`config.mk`:
```
export PLATFORM = sky130hd
export DESIGN_NAME = axi_rr_arbiter
export DESIGN_NICKNAME = d
export VERILOG_FILES = /design/src/rtl/axi_rr_arbiter.sv
export SDC_FILE = /design/constraint.sdc
export NUM_CORES = 1
export LEC_CHECK = 0
export CAP_MARGIN = 10
export CELL_PAD_IN_SITES_DETAIL_PLACEMENT = 1
export CELL_PAD_IN_SITES_GLOBAL_PLACEMENT = 1
export CORE_AREA = 2 2 208 210
export DETAILED_ROUTE_END_ITERATION = 10
export DIE_AREA = 0 0 210 212
export PLACE_DENSITY_LB_ADDON = 0.25
export SYNTH_ARGS = -nofsm -noshare
export SYNTH_HDL_FRONTEND = slang
export SYNTH_SLANG_ARGS = --single-unit
```
`constraint.sdc`:
```
create_clock -name clock -period 1.4 [get_ports clock]
set_input_delay 0.28 -clock clock [delete_from_list [all_inputs] [get_ports clock]]
set_output_delay 0.28 -clock clock [all_outputs]
set_load 0.05 [all_outputs]
```
`src/rtl/axi_rr_arbiter.sv`:
```
// axi_rr_arbiter: N-to-1 AXI4 arbiter with independent read and write round-robin FSMs.
// Define AXI_ARB_FIXED_PRIO_EN to switch both arbiters to fixed lowest-index priority.
module axi_rr_arbiter #(
  parameter int NUM_M  = 2,
  parameter int ADDR_W = 32,
  parameter int DATA_W = 32,
  parameter int ID_W   = 4
) (
  input  logic                        clock,
  input  logic                        reset,
  input  logic [NUM_M-1:0]            s_arvalid,
  output logic [NUM_M-1:0]            s_arready,
  input  logic [NUM_M*ADDR_W-1:0]     s_araddr,
  input  logic [NUM_M*ID_W-1:0]       s_arid,
  input  logic [NUM_M*8-1:0]          s_arlen,
  input  logic [NUM_M*3-1:0]          s_arsize,
  input  logic [NUM_M*2-1:0]          s_arburst,
  output logic [NUM_M-1:0]            s_rvalid,
  input  logic [NUM_M-1:0]            s_rready,
  output logic [DATA_W-1:0]           s_rdata,
  output logic [1:0]                  s_rresp,
  output logic                        s_rlast,
  output logic [ID_W-1:0]             s_rid,
  input  logic [NUM_M-1:0]            s_awvalid,
  output logic [NUM_M-1:0]            s_awready,
  input  logic [NUM_M*ADDR_W-1:0]     s_awaddr,
  input  logic [NUM_M*ID_W-1:0]       s_awid,
  input  logic [NUM_M*8-1:0]          s_awlen,
  input  logic [NUM_M*3-1:0]          s_awsize,
  input  logic [NUM_M*2-1:0]          s_awburst,
  input  logic [NUM_M-1:0]            s_wvalid,
  output logic [NUM_M-1:0]            s_wready,
  input  logic [NUM_M*DATA_W-1:0]     s_wdata,
  input  logic [NUM_M*(DATA_W/8)-1:0] s_wstrb,
  input  logic [NUM_M-1:0]            s_wlast,
  output logic [NUM_M-1:0]            s_bvalid,
  input  logic [NUM_M-1:0]            s_bready,
  output logic [1:0]                  s_bresp,
  output logic [ID_W-1:0]             s_bid,
  input  logic                        m_awready,
  output logic                        m_awvalid,
  output logic [ADDR_W-1:0]           m_awaddr,
  output logic [ID_W-1:0]             m_awid,
  output logic [7:0]                  m_awlen,
  output logic [2:0]                  m_awsize,
  output logic [1:0]                  m_awburst,
  input  logic                        m_wready,
  output logic                        m_wvalid,
  output logic [DATA_W-1:0]           m_wdata,
  output logic [DATA_W/8-1:0]         m_wstrb,
  output logic                        m_wlast,
  output logic                        m_bready,
  input  logic                        m_bvalid,
  input  logic [1:0]                  m_bresp,
  input  logic [ID_W-1:0]             m_bid,
  input  logic                        m_arready,
  output logic                        m_arvalid,
  output logic [ADDR_W-1:0]           m_araddr,
  output logic [ID_W-1:0]             m_arid,
  output logic [7:0]                  m_arlen,
  output logic [2:0]                  m_arsize,
  output logic [1:0]                  m_arburst,
  output logic                        m_rready,
  input  logic                        m_rvalid,
  input  logic [1:0]                  m_rresp,
  input  logic [DATA_W-1:0]           m_rdata,
  input  logic                        m_rlast,
  input  logic [ID_W-1:0]             m_rid
);
  localparam int IW = $clog2(NUM_M);
  localparam int SW = DATA_W / 8;
  typedef enum logic [1:0] {R_IDLE, R_ADDR, R_DATA} r_state_t;
  typedef enum logic [1:0] {W_IDLE, W_XFER, W_RESP} w_state_t;
  r_state_t r_rstate;
  w_state_t r_wstate;
  logic [IW-1:0] r_rg, r_wg, w_rptr, w_wptr;
  logic r_aw_done, r_w_done;
  logic w_ra, w_rd, w_wx, w_wr, w_aw, w_w, w_r_end, w_b_hs, w_aw_hs, w_wl_hs;
  // First requester at or above ptr, wrapping; scanning downward lets the nearest one win.
  function automatic logic [IW-1:0] pick(input logic [NUM_M-1:0] req, input logic [IW-1:0] ptr);
    int k;
    logic [IW-1:0] kk;
    pick = ptr;
    for (int i = NUM_M - 1; i >= 0; i--) begin
      k = (int'(ptr) + i) % NUM_M;
      kk = IW'(k);
      if (req[kk]) pick = kk;
    end
  endfunction
  assign w_ra = r_rstate == R_ADDR;
  assign w_rd = r_rstate == R_DATA;
  assign w_wx = r_wstate == W_XFER;
  assign w_wr = r_wstate == W_RESP;
  assign w_aw = w_wx & ~r_aw_done;
  assign w_w  = w_wx & ~r_w_done;
  assign w_r_end = w_rd & m_rvalid & s_rready[r_rg] & m_rlast;
  assign w_b_hs  = w_wr & m_bvalid & s_bready[r_wg];
  assign w_aw_hs = w_aw & m_awready;
  assign w_wl_hs = w_w & s_wvalid[r_wg] & m_wready & s_wlast[r_wg];
`ifdef AXI_ARB_FIXED_PRIO_EN
  assign w_rptr = '0;
  assign w_wptr = '0;
`else
  logic [IW-1:0] r_rptr, r_wptr;
  assign w_rptr = r_rptr;
  assign w_wptr = r_wptr;
  always_ff @(posedge clock or negedge reset)
    if (!reset) begin
      r_rptr <= '0;
      r_wptr <= '0;
    end else begin
      if (w_r_end) r_rptr <= r_rg == IW'(NUM_M - 1) ? '0 : r_rg + 1'b1;
      if (w_b_hs) r_wptr <= r_wg == IW'(NUM_M - 1) ? '0 : r_wg + 1'b1;
    end
`endif
  always_ff @(posedge clock or negedge reset)
    if (!reset) begin
      r_rstate <= R_IDLE;
      r_rg <= '0;
    end else
      case (r_rstate)
        R_IDLE: if (|s_arvalid) begin
          r_rg <= pick(s_arvalid, w_rptr);
          r_rstate <= R_ADDR;
        end
        R_ADDR: if (m_arready) r_rstate <= R_DATA;
        R_DATA: if (w_r_end) r_rstate <= R_IDLE;
        default: r_rstate <= R_IDLE;
      endcase
  always_ff @(posedge clock or negedge reset)
    if (!reset) begin
      r_wstate <= W_IDLE;
      r_wg <= '0;
      r_aw_done <= 1'b0;
      r_w_done <= 1'b0;
    end else
      case (r_wstate)
        W_IDLE: if (|s_awvalid) begin
          r_wg <= pick(s_awvalid, w_wptr);
          r_wstate <= W_XFER;
        end
        W_XFER: begin
          if (w_aw_hs) r_aw_done <= 1'b1;
          if (w_wl_hs) r_w_done <= 1'b1;
          if (r_aw_done && r_w_done) r_wstate <= W_RESP;
        end
        W_RESP: if (w_b_hs) begin
          r_wstate <= W_IDLE;
          r_aw_done <= 1'b0;
          r_w_done <= 1'b0;
        end
        default: r_wstate <= W_IDLE;
      endcase
  always_comb begin
    s_arready = '0;
    s_rvalid = '0;
    s_awready = '0;
    s_wready = '0;
    s_bvalid = '0;
    s_arready[r_rg] = w_ra & m_arready;
    s_rvalid[r_rg] = w_rd & m_rvalid;
    s_awready[r_wg] = w_aw & m_awready;
    s_wready[r_wg] = w_w & m_wready;
    s_bvalid[r_wg] = w_wr & m_bvalid;
  end
  assign m_arvalid = w_ra;
  assign m_araddr  = w_ra ? s_araddr[r_rg*ADDR_W +: ADDR_W] : '0;
  assign m_arid    = w_ra ? s_arid[r_rg*ID_W +: ID_W] : '0;
  assign m_arlen   = w_ra ? s_arlen[r_rg*8 +: 8] : '0;
  assign m_arsize  = w_ra ? s_arsize[r_rg*3 +: 3] : '0;
  assign m_arburst = w_ra ? s_arburst[r_rg*2 +: 2] : '0;
  assign m_rready  = w_rd & s_rready[r_rg];
  assign s_rdata   = w_rd ? m_rdata : '0;
  assign s_rresp   = w_rd ? m_rresp : '0;
  assign s_rlast   = w_rd & m_rlast;
  assign s_rid     = w_rd ? m_rid : '0;
  assign m_awvalid = w_aw;
  assign m_awaddr  = w_aw ? s_awaddr[r_wg*ADDR_W +: ADDR_W] : '0;
  assign m_awid    = w_aw ? s_awid[r_wg*ID_W +: ID_W] : '0;
  assign m_awlen   = w_aw ? s_awlen[r_wg*8 +: 8] : '0;
  assign m_awsize  = w_aw ? s_awsize[r_wg*3 +: 3] : '0;
  assign m_awburst = w_aw ? s_awburst[r_wg*2 +: 2] : '0;
  assign m_wvalid  = w_w & s_wvalid[r_wg];
  assign m_wdata   = w_w ? s_wdata[r_wg*DATA_W +: DATA_W] : '0;
  assign m_wstrb   = w_w ? s_wstrb[r_wg*SW +: SW] : '0;
  assign m_wlast   = w_w & s_wlast[r_wg];
  assign m_bready  = w_wr & s_bready[r_wg];
  assign s_bresp   = w_wr ? m_bresp : '0;
  assign s_bid     = w_wr ? m_bid : '0;
endmodule

```
==> run metrics, run 1 <==
outcome finished, violations left; failing checks negative setup slack; GP Congestion 0.727; H-tree Lvls 1; Seq cells post-synth 10; clk sinks 10; Die W between 200 and 250 um; Buffers on Ports approximately 530; Clock Path Buffers 2; fin crit share 1.35; stages on the worst setup path 5; grt total ovfl 0; Cell Chain, Critical Path buf_12 -> buf_12 -> mux2i_4 -> nor2_4 -> buf_12; CTS tree done; Syn Inst Count between 400 and 500; master of the slowest instance on the critical path dfrtp_4; sequential fraction of the synthesis area 0.0855; DRC viols 0; Final Skew 0.00193 ns; post-DP HPWL 24.1 mm; CP endpoint kind output pin; Starting Density 0.0689; critical path arrival 1.62 ns; Critical Path Source Type register; Slew Viols, Final 0; layout cells sized above 1 0.599; DRT antenna net count 0; most frequent cells in the layout clkdlybuf4s50_1 (331), buf_12 (222), nor2_4 (141); post-synthesis net count approximately 750; Placeable Area between 40000 and 50000 um2; fillcell total between 4000 and 5000; final hold vios 0; Crit Path Category reg2out; Root Driver clkbuf_16; most used cell, CP buf_12; number of global-route vias before repair ~6300; post-layout power between 20000 and 30000 uW; Worst R2R Setup Slack -0.16 ns; largest net degree at the start of global routing 18; worst vdd ir between 0.0008 and 0.0009 V; Slew Limit Headroom 0.790; reg2reg path depth 6; commonest non-fill, non-tap cell in the layout clkdlybuf4s50_1; Pleak approximately 0.0054 uW; Reg area roughly 260 um2; Place WS -0.327 ns; Worst Path Required around 1.1 ns; vias per cell ~3.5; CP delay by family, top flip-flops; Area growth, synth to finish 392%; Mapped Area around 2900 um2; first-pass GRT wire length around 40 mm; first-pass detailed-route iteration total 4; number of DRC markers in iteration 0 95; antenna violations before repair 2; Row Count 76; WL final 28.2 mm; CTS buffer count 3; RSZ-0062 raised after global routing true; Die Ht 212 um; synthesis warning total 0; setup TNS -76.73 ns; Fmax achieved 528 MHz; final net count 1359; reg2reg start r_rg; FF-to-FF End r_rptr; Max stage delay on crit path around 0.54 ns; Worst Tran Pin Value 0.306 ns; vias post-DR ~5500; wire per inst about 18 um; Max Cap Viol 0; clk slew on worst S/H paths approximately 0.04 ns; # IOs 527; final core utilization 0.339; final setup margin -0.496 ns; crit path time final approximately 1.9 ns; Yosys cell types 26; full die area 44500 um2; Worst Hold Class in2async; final setup fails 200; crit-path max FO 16; Mean Syn Cell Area approximately 6.9 um2; Pwr per Cell Area ~2000 nW/um2; Fin Hold WS about 0.35 ns; Worst-Skew Late Latency 0.24 ns; GRT Total Usage 0.120; multi-input combinational cell area 4640 um2; Buf+Inv Stages, Crit Path 3
flip-flops by register name, indices dropped and copies added (netlist names):
signal,count
r_wstate,2
r_rptr,1
r_wg,1
r_w_done,1
r_aw_done,1
r_rstate,2
r_wptr,1
r_rg,1
what timing repair did:
item                       4_1_cts  5_1_grt
resized for setup              176       81
pin swaps                       53       45
setup endpoints to repair      200      202
cloned                           9        2
buffers inserted                21        9
hold buffers                     0        0
per-layer routing:
| layer | GRT usage | wire (um) | vias up |
|---|---|---|---|
| met5 | 0 | 12 | - |
| met4 | 0.000734 | 14 | 2 |
| met3 | 0.0555 | 3220 | 4 |
| met2 | 0.242 | 15700 | 316 |
| met1 | 0.118 | 9220 | 2565 |
| li1 | - | - | 2638 |
synth_stat cells (all sizes together):
cell,n,area (um2)
inv,4,15.0
nor3b,1,7.51
mux2,2,22.5
nor2b,4,25.0
nor3,3,15.0
a211oi,1,7.51
a21oi,3,15.0
nand2,7,26.3
a311oi,1,8.76
mux2i,137,1370
a31oi,3,18.8
nor2,146,548
nand2b,5,31.3
o21ai,4,20.0
nand3,1,5.00
clkbuf,9,33.8
buf,28,169
nand3b,1,7.51
dfrtp,10,250
and2,45,282
and3,5,31.3
and2b,1,8.76
a41oi,1,8.76
area by class of cell:
cell class,instances,share of cell area
timing repair buffer,637,0.606
multi-input combinational,371,0.322
tap,546,0.0474
sequential,10,0.0180
clock buffer,4,0.00547
inverter,4,0.00156
antenna,2,0.000347
per-stage QoR:
stage,cells,instance area [um2]
detailed placement,1542,12700
floorplan,422,4330
finish,1574,14400
CTS,1572,13900
global route,1572,14400
global placement,1542,12700
worst max path at each step:
stage,startpoint,endpoint,slack (ns)
after global routing,r_wg,m_awburst[1],-0.55
after global placement,r_wg,m_awaddr[13],-0.33
after CTS,r_rg,m_arid[3],-0.51
after detailed placement,r_wg,m_awaddr[13],-0.33
after floorplan,r_wstate[1],s_awready[0],-0.32
final,r_wg,m_awaddr[29],-0.50
where the power goes:
part / switching, uW / internal (uW)
Clock: 144 / 383
Combinational: 14000 / 14200
Sequential: 147 / 446
cell families after synthesis:
family / share of synthesized area
multiplexers: 0.476
AND/OR/NAND/NOR: 0.337
AO/OA/AOI/OAI: 0.0269
flip-flops: 0.0855
buffers and inverters: 0.0744
Power figures use the tool's default switching activity.
==> run 2, diff against run 1 <==
--- a/config.mk
+++ b/config.mk
@@ -12,6 +12,7 @@
 export DETAILED_ROUTE_END_ITERATION = 10
 export DIE_AREA = 0 0 210 212
 export PLACE_DENSITY_LB_ADDON = 0.25
+export RECOVER_POWER = 25
 export SYNTH_ARGS = -nofsm -noshare
 export SYNTH_HDL_FRONTEND = slang
 export SYNTH_SLANG_ARGS = --single-unit
==> run metrics, run 2 (synthesized netlist as in run 1, its figures left out) <==
reg2reg path depth 6 (unchanged); final setup margin -0.496 ns (unchanged); DRC viols 0 (unchanged); met2 usage 0.242 (unchanged); CTS tree done (unchanged); Row Count 76 (unchanged); Slew Viols, Final 0 (unchanged); fin crit share 1.35 (unchanged); Max stage delay on crit path 0.54 ns (about the same); Buf+Inv Stages, Crit Path 3 (unchanged); Pleak 0.00535 uW (about the same); wire per inst 17.9 um (about the same); clk slew on worst S/H paths 0.04 ns (about the same); Die Ht 212 um (unchanged); full die area 44500 um2 (unchanged); Worst Tran Pin Value 0.657 ns (was 0.306 ns); CTS buffer count 3 (unchanged); Clock Path Buffers 2 (unchanged); first-pass GRT wire length 40.3 mm (unchanged); Starting Density 0.0689 (unchanged); final non-filler cell total 1575 (was 1574); Root Driver clkbuf_16 (unchanged); Cell Chain, Critical Path buf_12 -> buf_12 -> mux2i_4 -> nor2_4 -> buf_12 (unchanged); outcome finished, violations left (unchanged); Worst-Skew Late Latency 0.24 ns (about the same); critical path arrival 1.62 ns (about the same); grt total ovfl 0 (unchanged); Top Usage Layer GRT met2 (unchanged); met3 Use GR 0.0555 (unchanged); GRT Total Usage 0.120 (unchanged); Fmax achieved 528 MHz (unchanged); Slew Limit Headroom 0.562 (was 0.790); GRT met1 Usage 0.118 (unchanged); Crit Path Category reg2out (unchanged); vias per cell 3.51 (about the same); most frequent cells in the layout clkdlybuf4s50_1 (330), buf_12 (222), nor2_4 (141) (was clkdlybuf4s50_1 (331), buf_12 (222), nor2_4 (141)); commonest non-fill, non-tap cell in the layout clkdlybuf4s50_1 (unchanged); hold-critical path depth 2; Pwr per Cell Area 2030 nW/um2 (about the same); master of the slowest instance on the critical path dfrtp_4 (unchanged); FF-to-FF End r_rptr (unchanged); post-DP HPWL 24.1 mm (unchanged); Worst R2R Setup Slack -0.16 ns (about the same); final hold vios 0 (unchanged); vias post-DR 5526 (was 5525); Final Skew 0.00193 ns (unchanged); Crit. Startpoint r_wg (unchanged); # IOs 527 (unchanged); setup TNS -76.74 ns (was -76.73 ns); number of global-route vias before repair 6279 (unchanged); final net count 1359 (unchanged); top flop regs r_rstate (2), r_wstate (2) (unchanged); Placeable Area 42500 um2 (unchanged); GP Congestion 0.727 (unchanged); clk sinks 10 (unchanged); most used cell, CP buf_12 (unchanged); Worst Hold Class reg2reg (was in2async); final setup fails 200 (unchanged); largest net degree at the start of global routing 18 (unchanged); Max Cap Viol 0 (unchanged); number of DRC markers in iteration 0 95 (unchanged); Fin Hold WS 0.533 ns (was 0.347 ns); Placed Cells 1542 (unchanged); crit-path max FO 16 (unchanged); CP endpoint kind output pin (unchanged); crit path time final 1.90 ns (unchanged); hold_buf cts 0 (unchanged); antenna violations before repair 3 (was 2); Buffers on Ports 526 (unchanged); hold_sp r_rptr; worst vdd ir 0.000820 V (unchanged); stages on the worst setup path 5 (unchanged); sink of the worst hold path r_rptr; Die W 210 um (unchanged); Worst Path Required 1.12 ns (about the same); CP delay by family, top flip-flops (unchanged); reg2reg start r_rg (unchanged); RSZ-0062 raised after global routing true (unchanged); failing checks negative setup slack (unchanged); H-tree Lvls 1 (unchanged); Area growth, synth to finish 392% (about the same); first-pass detailed-route iteration total 4 (unchanged); DRT antenna net count 0 (unchanged); Critical Path Source Type register (unchanged); WL final 28.2 mm (about the same); layout cells sized above 1 0.598 (was 0.599)
## run 2: changes by cell type in the layout (fill, tap and decap cells not counted), sizes merged
cell and delta:
buf -1, clkbuf +1, clkdlybuf4s50 -1, diode +1, dlygate4sd3 +1
## run 2: worst max path at each step
stage	to	slack, ns
finish	m_awaddr[29]	-0.50
global route	m_awburst[1]	-0.55
CTS	m_arid[3]	-0.51
detailed placement	m_awaddr[13]	-0.33
global placement	m_awaddr[13]	-0.33
floorplan	s_awready[0]	-0.32
## run 2: power breakdown
| part | internal [uW] | switching, uW |
|---|---|---|
| registers | 446 | 147 |
| clock network | 383 | 144 |
| logic | 14200 | 14000 |
## run 2: worst min-delay path: cells and delay by family, from the launching register on
kind	cells	cell delay [ns]
buffers and inverters	1	0.06
multiplexers	1	0.06
flip-flops	1	0.37
## run 2: repair_timing
item                       in CTS  in global routing
gates cloned                    9                  2
pin swaps                      53                 45
setup buffers                  21                  9
resized for setup             176                 81
setup endpoints to repair     200                202
## run 2: through the flow
step | setup WS (ns) | total power (uW) | util | cell area [um2]
2_1_floorplan | -0.321 | 13800 | - | 4330
3_3_place_gp | -0.329 | 25000 | 0.299 | 12700
3_5_place_dp | -0.327 | 25100 | 0.299 | 12700
4_1_cts | -0.512 | 28700 | 0.328 | 13900
5_1_grt | -0.550 | 30600 | 0.339 | 14400
6_report | -0.496 | 29300 | 0.339 | 14400
## run 2: layer usage
metal,wire length [um],up-vias,part of all wire
met4,14,2,0.00050
li1,-,2639,-
met1,9220,2565,0.33
met5,12,-,0.00043
met2,15700,316,0.56
met3,3220,4,0.11
## run 2: area by class of cell
cell class	instances	area (um2)
Antenna cell	3	7.51
Clock buffer	4	78.8
Fill cell	4523	28100
Timing Repair Buffer	637	8720
Multi-Input combinational cell	371	4640
Inverter	4	22.5
Tap cell	546	683
Sequential cell	10	259
